## config.mk

```make
export PLATFORM = sky130hd
export DESIGN_NAME = multicycle_ctrl_seq
export DESIGN_NICKNAME = d
export VERILOG_FILES = /design/src/rtl/ctrl_pkg.sv /design/src/rtl/ctrl_wait_timer.sv /design/src/rtl/multicycle_ctrl_seq.sv
export SDC_FILE = /design/constraint.sdc
export NUM_CORES = 1
export LEC_CHECK = 0
export CAP_MARGIN = 30
export CORE_ASPECT_RATIO = 0.6
export CORE_MARGIN = 2
export CORE_UTILIZATION = 40
export DETAILED_ROUTE_END_ITERATION = 12
export PLACE_DENSITY_LB_ADDON = 0.25
export SLEW_MARGIN = 30
export SYNTH_ARGS = -nofsm -noshare
export SYNTH_HDL_FRONTEND = slang
export SYNTH_SLANG_ARGS = --single-unit
```

## constraint.sdc

```tcl
create_clock -name clock -period 6.5 [get_ports clock]
set_input_delay 0.65 -clock clock [delete_from_list [all_inputs] [get_ports clock]]
set_output_delay 0.65 -clock clock [all_outputs]
set_load 0.1 [all_outputs]
```

## src/rtl/ctrl_pkg.sv

```systemverilog
// Shared types for the multi-cycle control sequencer:
// opcodes, FSM states, mux encodings and opcode classes.
package ctrl_pkg;

    localparam int unsigned OP_AND  = 0;
    localparam int unsigned OP_ADD  = 1;
    localparam int unsigned OP_SUB  = 2;
    localparam int unsigned OP_ADDI = 3;
    localparam int unsigned OP_ANDI = 4;
    localparam int unsigned OP_LW   = 5;
    localparam int unsigned OP_LBU  = 6;
    localparam int unsigned OP_LBS  = 7;
    localparam int unsigned OP_SW   = 8;
    localparam int unsigned OP_SV   = 9;
    localparam int unsigned OP_BEQ  = 10;
    localparam int unsigned OP_BNE  = 11;
    localparam int unsigned OP_BLT  = 12;
    localparam int unsigned OP_BGT  = 13;
    localparam int unsigned OP_JMP  = 14;
    localparam int unsigned OP_CALL = 15;
    localparam int unsigned OP_RET  = 16;
    localparam int unsigned OPC_NUM = 17;

    typedef enum logic [2:0] {
        S_INIT,
        S_FETCH,
        S_DECODE,
        S_EXEC,
        S_MEM,
        S_WB,
        S_HALT
    } state_e;

    typedef enum logic [1:0] {
        PC_INC = 2'd0,
        PC_REL = 2'd1,
        PC_ABS = 2'd2,
        PC_R7  = 2'd3
    } pc_src_e;

    typedef enum logic [1:0] {
        ALU_AND = 2'd0,
        ALU_ADD = 2'd1,
        ALU_SUB = 2'd2
    } alu_op_e;

    typedef struct packed {
        logic alu;
        logic load;
        logic store;
        logic branch;
        logic jump;
        logic bad;
    } opc_class_t;

    typedef struct packed {
        logic [1:0] pc_src;
        logic [1:0] alu_op;
        logic       en_if;
        logic       en_id;
        logic       en_ex;
        logic       en_mem;
        logic       en_wb;
        logic       alu_src;
        logic       ext_sel;
        logic       dst_sel;
        logic       wb_sel;
        logic       reg_we;
        logic       r7_we;
        logic       mem_rd;
        logic       mem_wr;
        logic       illegal;
        logic       bus_err;
        logic       busy;
    } ctrl_out_t;

    function automatic opc_class_t classify(input int unsigned opc);
        opc_class_t c;
        c.alu    = opc <= OP_ANDI;
        c.load   = opc >= OP_LW && opc <= OP_LBS;
        c.store  = opc == OP_SW || opc == OP_SV;
        c.branch = opc >= OP_BEQ && opc <= OP_BGT;
        c.jump   = opc >= OP_JMP && opc <= OP_RET;
        c.bad    = opc >= OPC_NUM;
        return c;
    endfunction

endpackage

```

## src/rtl/ctrl_wait_timer.sv

```systemverilog
// Saturating 8-bit wait counter for the memory handshakes.
// last flags the final non-ready cycle allowed before timeout.
module ctrl_wait_timer #(
    parameter int unsigned LIMIT = 15
) (
    input  logic clock,
    input  logic reset_n,
    input  logic clear,
    input  logic count,
    output logic last
);

    logic [7:0] cnt;

    always_ff @(posedge clock or negedge reset_n) begin
        if (!reset_n) begin
            cnt <= '0;
        end else if (clear) begin
            cnt <= '0;
        end else if (count && cnt != 8'hff) begin
            cnt <= cnt + 8'd1;
        end
    end

    // one more idle cycle would make the count reach LIMIT
    assign last = (32'(cnt) + 32'd1) >= LIMIT;

endmodule

```

## src/rtl/multicycle_ctrl_seq.sv

```systemverilog
// Multi-cycle control sequencer with memory timeouts and traps.
// Define CTRL_PERF_EN to add retired/stall performance counters.
module multicycle_ctrl_seq
    import ctrl_pkg::*;
#(
    parameter int unsigned OPC_W       = 5,
    parameter int unsigned MEM_TIMEOUT = 15
) (
    input  logic             clock,
    input  logic             reset_n,
    input  logic [OPC_W-1:0] opcode,
    input  logic             zero_flag,
    input  logic             neg_flag,
    input  logic             imem_ready,
    input  logic             dmem_ready,
    output logic             en_if,
    output logic             en_id,
    output logic             en_ex,
    output logic             en_mem,
    output logic             en_wb,
    output logic [1:0]       pc_src,
    output logic [1:0]       alu_op,
    output logic             alu_src,
    output logic             ext_sel,
    output logic             dst_sel,
    output logic             wb_sel,
    output logic             reg_we,
    output logic             r7_we,
    output logic             mem_rd,
    output logic             mem_wr,
    output logic             illegal,
    output logic             bus_err,
    output logic             busy
`ifdef CTRL_PERF_EN
    ,
    output logic [31:0]      retired_cnt,
    output logic [31:0]      stall_cnt
`endif
);

    state_e      state;
    state_e      nxt;
    ctrl_out_t   q;
    ctrl_out_t   d;
    opc_class_t  cls;
    int unsigned opc;
    logic        waiting;
    logic        ready;
    logic        stall;
    logic        last;
    logic        timeout;
    logic        enter_wait;
    logic        taken;

    assign opc        = 32'(opcode);
    assign cls        = classify(opc);
    assign waiting    = state == S_FETCH || state == S_MEM;
    assign ready      = state == S_FETCH ? imem_ready : dmem_ready;
    assign stall      = waiting && !ready;
    assign timeout    = stall && last;
    assign enter_wait = (nxt == S_FETCH || nxt == S_MEM) && nxt != state;

    ctrl_wait_timer #(
        .LIMIT (MEM_TIMEOUT)
    ) u_timer (
        .clock   (clock),
        .reset_n (reset_n),
        .clear   (enter_wait),
        .count   (stall),
        .last    (last)
    );

    always_comb begin
        taken = 1'b0;
        unique case (opc)
            OP_BEQ:  taken = zero_flag;
            OP_BNE:  taken = !zero_flag;
            OP_BLT:  taken = neg_flag;
            OP_BGT:  taken = !neg_flag && !zero_flag;
            default: taken = 1'b0;
        endcase
    end

    always_ff @(posedge clock or negedge reset_n) begin
        if (!reset_n) begin
            state <= S_INIT;
            q     <= '0;
        end else begin
            state <= nxt;
            q     <= d;
        end
    end

    always_comb begin
        nxt = state;
        unique case (state)
            S_INIT: nxt = S_FETCH;
            S_FETCH: begin
                if (imem_ready)   nxt = S_DECODE;
                else if (timeout) nxt = S_HALT;
            end
            S_DECODE: begin
                if (cls.bad)       nxt = S_HALT;
                else if (cls.jump) nxt = S_FETCH;
                else               nxt = S_EXEC;
            end
            S_EXEC: begin
                if (cls.load || cls.store) nxt = S_MEM;
                else if (cls.branch)       nxt = S_FETCH;
                else if (cls.alu)          nxt = S_WB;
                else                       nxt = S_HALT;
            end
            S_MEM: begin
                if (dmem_ready)   nxt = cls.load ? S_WB : S_FETCH;
                else if (timeout) nxt = S_HALT;
            end
            S_WB:    nxt = S_FETCH;
            S_HALT:  nxt = S_HALT;
            default: nxt = S_HALT;
        endcase
    end

    // outputs are computed for the state being entered, then registered
    always_comb begin
        d         = '0;
        d.pc_src  = q.pc_src;
        d.ext_sel = q.ext_sel;
        d.dst_sel = q.dst_sel;
        d.illegal = q.illegal;
        d.bus_err = q.bus_err | timeout;
        d.busy    = nxt != S_HALT;
        d.en_if   = nxt == S_FETCH;
        d.en_id   = nxt == S_DECODE;
        d.en_ex   = nxt == S_EXEC;
        d.en_mem  = nxt == S_MEM;
        d.en_wb   = nxt == S_WB;
        unique case (state)
            S_FETCH: begin
                if (imem_ready) begin
                    d.pc_src  = PC_INC;
                    d.ext_sel = 1'b0;
                    d.dst_sel = 1'b0;
                end
            end
            S_DECODE: begin
                d.ext_sel = cls.branch || opc == OP_LBU
                         || opc == OP_LBS;
                d.dst_sel = opc == OP_CALL;
                d.r7_we   = opc == OP_CALL;
                d.illegal = q.illegal | cls.bad;
                if (cls.jump) begin
                    d.pc_src = opc == OP_RET ? PC_R7 : PC_ABS;
                end
            end
            S_EXEC: begin
                if (cls.branch && taken) d.pc_src = PC_REL;
            end
            default: ;
        endcase
        if (nxt == S_EXEC) begin
            d.alu_src = opc == OP_ADDI || opc == OP_ANDI
                     || cls.load || opc == OP_SW;
            unique case (1'b1)
                opc == OP_AND || opc == OP_ANDI:
                    d.alu_op = ALU_AND;
                opc == OP_ADD || opc == OP_ADDI
                || cls.load || cls.store:
                    d.alu_op = ALU_ADD;
                default:
                    d.alu_op = ALU_SUB;
            endcase
        end
        d.mem_rd = nxt == S_MEM && cls.load;
        d.mem_wr = nxt == S_MEM && cls.store;
        d.reg_we = nxt == S_WB;
        d.wb_sel = nxt == S_WB && cls.load;
        if (nxt == S_HALT) begin
            d.pc_src  = PC_INC;
            d.ext_sel = 1'b0;
            d.dst_sel = 1'b0;
            d.r7_we   = 1'b0;
        end
    end

    assign en_if   = q.en_if;
    assign en_id   = q.en_id;
    assign en_ex   = q.en_ex;
    assign en_mem  = q.en_mem;
    assign en_wb   = q.en_wb;
    assign pc_src  = q.pc_src;
    assign alu_op  = q.alu_op;
    assign alu_src = q.alu_src;
    assign ext_sel = q.ext_sel;
    assign dst_sel = q.dst_sel;
    assign wb_sel  = q.wb_sel;
    assign reg_we  = q.reg_we;
    assign r7_we   = q.r7_we;
    assign mem_rd  = q.mem_rd;
    assign mem_wr  = q.mem_wr;
    assign illegal = q.illegal;
    assign bus_err = q.bus_err;
    assign busy    = q.busy;

`ifdef CTRL_PERF_EN
    logic retire;

    assign retire = nxt == S_FETCH
                 && (state == S_DECODE || state == S_EXEC
                  || state == S_MEM || state == S_WB);

    always_ff @(posedge clock or negedge reset_n) begin
        if (!reset_n) begin
            retired_cnt <= '0;
            stall_cnt   <= '0;
        end else begin
            if (retire) retired_cnt <= retired_cnt + 32'd1;
            if (stall)  stall_cnt   <= stall_cnt + 32'd1;
        end
    end
`endif

endmodule

```

# Word-level counts from Yosys, hierarchy flattened
# Index checks and enable logic that the tools add are counted.
[word_totals]
register_bits = 30
in_bits = 11
output_inout_bits = 20
word_cells = 125
[op_classes]
n_addsub = 2
magnitude_cmp = 9
n_eq_ne = 30
mux = 27
bitwise_logic = 2
n_reduce_logical = 36
[op_table]
columns = ["operator", "count"]
rows = [
  ["5-bit by 4-bit == test with 1-bit output, second input constant", 7],
  ["32-bit by 4-bit >= comparator with 1-bit output, second input constant", 1],
  ["32-bit logical NOT", 1],
  ["3-bit two-way mux", 7],
  ["2-bit two-way mux", 8],
  ["8-bit two-way mux", 2],
  ["3-bit == test, second input constant", 5],
  ["5-bit by 3-bit == test with 1-bit output, second input constant", 3],
  ["3-bit one-hot mux with 5 select lines", 1],
  ["1-bit logical OR", 13],
  ["3-bit by 2-bit == test with 1-bit output, second input constant", 4],
  ["1-bit logical AND", 12],
  ["5-bit by 4-bit >= comparator with 1-bit output, second input constant", 2],
  ["5-bit by 3-bit less-or-equal comparator with 1-bit output, second input constant", 2],
  ["8-bit by 1-bit adder with 9-bit output, second input constant", 1],
  ["3-bit inequality test, second input constant", 3],
  ["8-bit by 1-bit adder with 8-bit output, second input constant", 1],
  ["8-bit inequality test, second input constant", 1],
  ["2-bit one-hot mux with 2 select lines", 2],
  ["3-bit by 1-bit == test with 1-bit output, second input constant", 2],
  ["2-bit one-hot mux with 3 select lines", 1],
  ["5-bit by 1-bit == test with 1-bit output, second input constant", 1],
  ["5-bit by 2-bit == test with 1-bit output, second input constant", 1],
  ["5-bit == test, second input constant", 1],
  ["17 further kinds", 24],
]

# Logic depth before layout (Yosys ltp)
[depth]
depth_word = 12
mapped_depth = 8
depth_no_buf = 7

# Modules after synthesis
# Synthesis repeated with hierarchy kept, for this count alone.
[hier_totals]
cells_unflattened = 204
hier_area_um2 = 1913.1
[by_module_without_submodules]
columns = ["module", "n_inst", "cells_each", "area_each_um2", "seq_area_each_um2"]
rows = [
  ["multicycle_ctrl_seq", 1, 141, 1327.5, 550.5],
  ["ctrl_wait_timer", 1, 63, 585.6, 200.2],
]

# Least setup slack after synthesis
# No wires, ideal clock.
[synth_path]
kind = "register to register"
startpoint = "reg u_timer.cnt[0]"
endpoint = "reg q (netlist bit pc_src[1])"
setup_time_ns = 0.125
arrival_ns = 2.331
t_required_ns = 6.375
path_slack_ns = 4.044
stages_incl_launch_ff = 8
path_buffers = 0
synth_period_minus_slack_ns = 2.456
cell_sequence = "dfrtp_1 > ha_1 > and3_4 > mux2_4 > o221a_1 > a31o_2 > o32a_1 > mux2_4"
[synth_via]
elab_chain_len = 9
word_cells_on_any_way = 14
cone_classes = "add/sub: 1; order compare: 1; eq/ne: 4; mux: 5; reduce/logical: 3"
[synth_lines]
columns = ["item", "line", "rtl"]
rows = [
  ["start, declared", "ctrl_wait_timer.sv:13", "logic [7:0] cnt;"],
  ["start signal, assigned", "ctrl_wait_timer.sv:21", "cnt <= cnt + 8'd1;"],
  ["8-bit by 1-bit adder with 9-bit output (*)", "ctrl_wait_timer.sv:26", "assign last = (32'(cnt) + 32'd1) >= LIMIT;"],
  ["32-bit by 4-bit >= comparator with 1-bit output (*)", "ctrl_wait_timer.sv:26", ""],
  ["1-bit logical AND (*)", "multicycle_ctrl_seq.sv:60", "assign timeout = stall && last;"],
  ["3-bit two-way mux (*)", "multicycle_ctrl_seq.sv:100, multicycle_ctrl_seq.sv:115", ""],
  ["3-bit two-way mux, on equally long branches", "multicycle_ctrl_seq.sv:114, multicycle_ctrl_seq.sv:99", ""],
  ["3-bit one-hot mux with 5 select lines (*)", "multicycle_ctrl_seq.sv:96", "unique case (state)"],
  ["3-bit == test (*)", "multicycle_ctrl_seq.sv:177", "if (nxt == S_HALT) begin"],
  ["3-bit inequality test (no source line), or another cell as far along", "n/a", ""],
  ["4-bit AND reduction (no source line)", "n/a", ""],
  ["end signal, assigned", "multicycle_ctrl_seq.sv:87", "q <= '0;"],
  ["end signal, assigned", "multicycle_ctrl_seq.sv:90", "q <= d;"],
  ["end, declared", "multicycle_ctrl_seq.sv:43", "ctrl_out_t q;"],
]
# Every way passes the cells marked *; elsewhere a longest branch is shown, timed or not.
# A chain may end at the register's enable or synchronous reset.

# Worst setup path after layout
[layout_path]
startpoint = "in opcode[2]"
endpoint = "reg q (netlist bit pc_src[1])"
[layout_via]
elab_chain_len = 8
word_cells_on_any_way = 36
cone_classes = "order compare: 8; eq/ne: 10; mux: 10; reduce/logical: 8"
[layout_lines]
columns = ["item", "line", "rtl"]
rows = [
  ["start, declared", "multicycle_ctrl_seq.sv:11", "input logic [OPC_W-1:0] opcode,"],
  ["5-bit by 3-bit less-or-equal comparator with 1-bit output, or another cell as far along", "ctrl_pkg.sv:79", "c.alu = opc <= OP_ANDI;"],
  ["2-bit two-way mux, or another cell as far along", "multicycle_ctrl_seq.sv:110", "else if (cls.alu) nxt = S_WB;"],
  ["3-bit two-way mux, or another cell as far along", "multicycle_ctrl_seq.sv:109", "else if (cls.branch) nxt = S_FETCH;"],
  ["3-bit two-way mux, on equally long branches", "multicycle_ctrl_seq.sv:108, multicycle_ctrl_seq.sv:103, multicycle_ctrl_seq.sv:114", ""],
  ["3-bit one-hot mux with 5 select lines", "multicycle_ctrl_seq.sv:96", ""],
  ["3-bit == test", "multicycle_ctrl_seq.sv:177", ""],
  ["3-bit inequality test (no source line), or another cell as far along", "n/a", ""],
  ["4-bit AND reduction (no source line)", "n/a", ""],
]
# Several ways; a longest one is shown, not always the timed one.

==> flow_summary.json <==
{
  "dr.pass1.iters": 4,
  "path_clk_slew_ns": 0.07,
  "hp-start": "illegal",
  "leakage_nw": 0.904,
  "cts_sinks": 30,
  "pwr_density_cell_mw_per_mm2": 468,
  "required_ns": 6.67,
  "final_antenna_net_count": 0,
  "crit_fanout": 16,
  "numCtsBuffers": 5,
  "yosysSeqAreaShare": 0.414,
  "start_kind": "input pin",
  "cp.arrival_ns": 3.19,
  "min_to": "illegal",
  "wl_per_cell_um": 15.2,
  "antennaDiodeCount": 0,
  "slew_viol_final": 0,
  "worst_pin_slew_ns": 0.988,
  "critical_path.cell_chain": "clkdlybuf4s50_1 -> and4b_1 -> a211oi_1 -> a211oi_1 -> a31o_2 -> o32a_1 -> mux2_4",
  "min_path_cells": 1,
  "clock_latency_ns": 0.28,
  "grt-ovfl-total": 0,
  "finalSetupViolCount": 0,
  "crit_path_end_kind": "register",
  "place.gp.congestion": 0.842,
  "worst_path_max_delay_cell": "clkdlybuf4s50_1",
  "synthXorXnorAreaFrac": 0.0483,
  "cp_top_family": "compound AO/OA/AOI/OAI gates",
  "grtUsageTotal": 0.176,
  "drt_iter0_drc": 100,
  "yosys-top-cells-area": "dfrtp_1, a21oi_1, xor2_1, o21ai_0, nor2_1",
  "root_buffer": "clkbuf_8",
  "finalCritPeriodShare": 0.465,
  "final_util": 0.529,
  "final_cells": 277,
  "yosys_warnings": 0,
  "grt_pass1_vias": 1406,
  "rr_worst_depth": 7,
  "synth_top_area_cell": "dfrtp_1",
  "die_w_um": 90.9,
  "r2r_end": "pc_src[1]",
  "hold_buffers": 0,
  "maxCapViolCount": 0,
  "min_path_type": "reg -> reg",
  "dp_cells": 270,
  "cts_resized": 0,
  "place_hpwl_um": 3090,
  "crit_buf_inv": 1,
  "critical_path.max_stage_delay_ns": 0.67,
  "ys_types": 53,
  "pin_count": 31,
  "synth_top_family_by_area": "simple AND/OR/NAND/NOR gates",
  "dieArea_mm2": 0.00511,
  "setup-tns-final_ns": 0,
  "fin_crit_ns": 3.02,
  "crit_type": "in -> reg",
  "critPathLaunch": "opcode[2]",
  "synthToLayoutAreaGrowth_pct": 23.5,
  "cts_max_level": 2,
  "core_mm2": 0.00423,
  "rr_startpoint": "u_timer.cnt[0]",
  "dieHeight_um": 56.2,
  "post-route-drc-count": 0,
  "cpMostUsedCell": "a211oi_1",
  "synth-seq-cells": 30,
  "synth_nets": 205,
  "slew_headroom": 0.340,
  "synth_edf_count": 0,
  "synth_top_area_frac": 0.414,
  "post-place-ws_ns": 3.21,
  "initial_core_util": 0.428,
  "fin_ws_ns": 3.48,
  "cts_tree": "yes",
  "hold_viol": 0,
  "grt_max_degree": 31,
  "synth_compound_area_frac": 0.223,
  "vias": 1515,
  "async_reset_ff_frac": 1.00,
  "cts_buffer_depth": 2,
  "post-cts-setup-buffer-count": 0,
  "fin_skew_ns": 0.00855,
  "synthSimpleGateAreaFrac": 0.229,
  "viasPerCell": 5.47,
  "synth.area.mux_share": 0.0221,
  "nNetsFinal": 230,
  "num_rows": 18,
  "max_freq_ghz": 0.331,
  "synthFlopType": "dfrtp_1",
  "finalHoldWorstSlack_ns": 0.459,
  "layout-drive-gt1-share": 0.111,
  "synth_fa_ha_area_frac": 0.0138,
  "grt_antenna_before_repair": 0,
  "peakVddDrop_mv": 0.327,
  "io_buffers": 30,
  "synth_area_mm2": 0.00181,
  "grt_pass1_wl_um": 7060,
  "syn_inst": 192,
  "rsz0062_at_grt": "false",
  "rrSetupSlack_ns": 3.75,
  "wirelength_um": 4200,
  "syn_avg_cell_area_um2": 9.45,
  "status": "complete, no violations"
}
==> synth_stat cells, drive strengths merged (2+ instances only) <==
cell and count:
dfrtp 30, or2 5, buf 9, nor3b 4, nand3 3, nor2b 5
a211oi 5, mux2 2, xor2 6, xnor2 4, a221oi 2, nand2 12
and3 4, a21oi 15, nor3 8, o32a 2, ha 2, clkbuf 4
nand4 3, nor2 13, nor4 2, or3b 2, o311ai 2, o221ai 2
inv 6, nand2b 4, o21ai 10, a21o 3, nand3b 2, a31oi 4
==> report_power, final <==
group | internal [mW] | total (mW) | switching (mW)
sequential | 0.229 | 0.269 | 0.0399
clock | 0.123 | 0.194 | 0.0715
combinational | 0.157 | 0.585 | 0.428
total | 0.509 | 1.05 | 0.539
==> layout make-up <==
type,instances,area (um^2)
fill,405,1990
inverter,6,22.5
clock inverter,1,30.0
clock buffer,6,82.6
multi-input combinational,143,972
sequential,30,751
tap,60,75.1
timing repair buffer,31,308
==> sequential cells by signal (all words and copies together) (netlist names) <==
| name | cells |
|---|---|
| alu_op | 2 |
| alu_src | 1 |
| bus_err | 1 |
| busy | 1 |
| dst_sel | 1 |
| en_ex | 1 |
| en_id | 1 |
| en_if | 1 |
| en_mem | 1 |
| ext_sel | 1 |
| illegal | 1 |
| mem_rd | 1 |
| mem_wr | 1 |
| pc_src | 2 |
| r7_we | 1 |
| reg_we | 1 |
| state | 3 |
| u_timer.cnt | 8 |
| wb_sel | 1 |
==> cells in the final DEF, fill, tap and decap left out, types with 5 or more instances in the layout <==
master / n
dfrtp_1: 30
clkdlybuf4s50_1: 30
a21oi_1: 15
nor2_1: 13
nand2_1: 12
o21ai_0: 10
nor3_1: 7
inv_1: 6
xor2_1: 6
clkbuf_8: 6
nor2b_1: 5
or2_2: 5
==> stage by stage <==
| stage | total power, mW | cell area [um^2] |
|---|---|---|
| floorplan | 0.736 | 1810 |
| global placement | 0.853 | 2130 |
| detailed placement | 0.854 | 2130 |
| CTS | 1.05 | 2240 |
| global route | 1.10 | 2240 |
| finish | 1.05 | 2240 |
==> routing by layer <==
| metal | up-vias | GRT usage | routed length [um] |
|---|---|---|---|
| li1 | 756 | - | - |
| met1 | 702 | 0.274 | 2240 |
| met2 | 53 | 0.225 | 1570 |
| met3 | 4 | 0.0583 | 368 |
| met4 | 0 | 0.0498 | 20 |
| met5 | - | 0 | 0 |
==> kinds of logic after synthesis <==
kind of cell	Yosys count
simple gates	73
flops	30
xor+xnor	10
compound gates	55
mux	3
buf+inv	19
fa+ha+maj	2
==> how the worst max path moves through the flow <==
stage | end | slack (ns) | cells past startpoint
after floorplan | pc_src[1] | 4.04 | 7
after global placement | mem_wr | 3.33 | 7
after detailed placement | pc_src[1] | 3.21 | 7
after CTS | pc_src[1] | 3.50 | 7
after global routing | mem_wr | 3.15 | 7
final | pc_src[1] | 3.48 | 7
(Power assumes the default switching activity.)
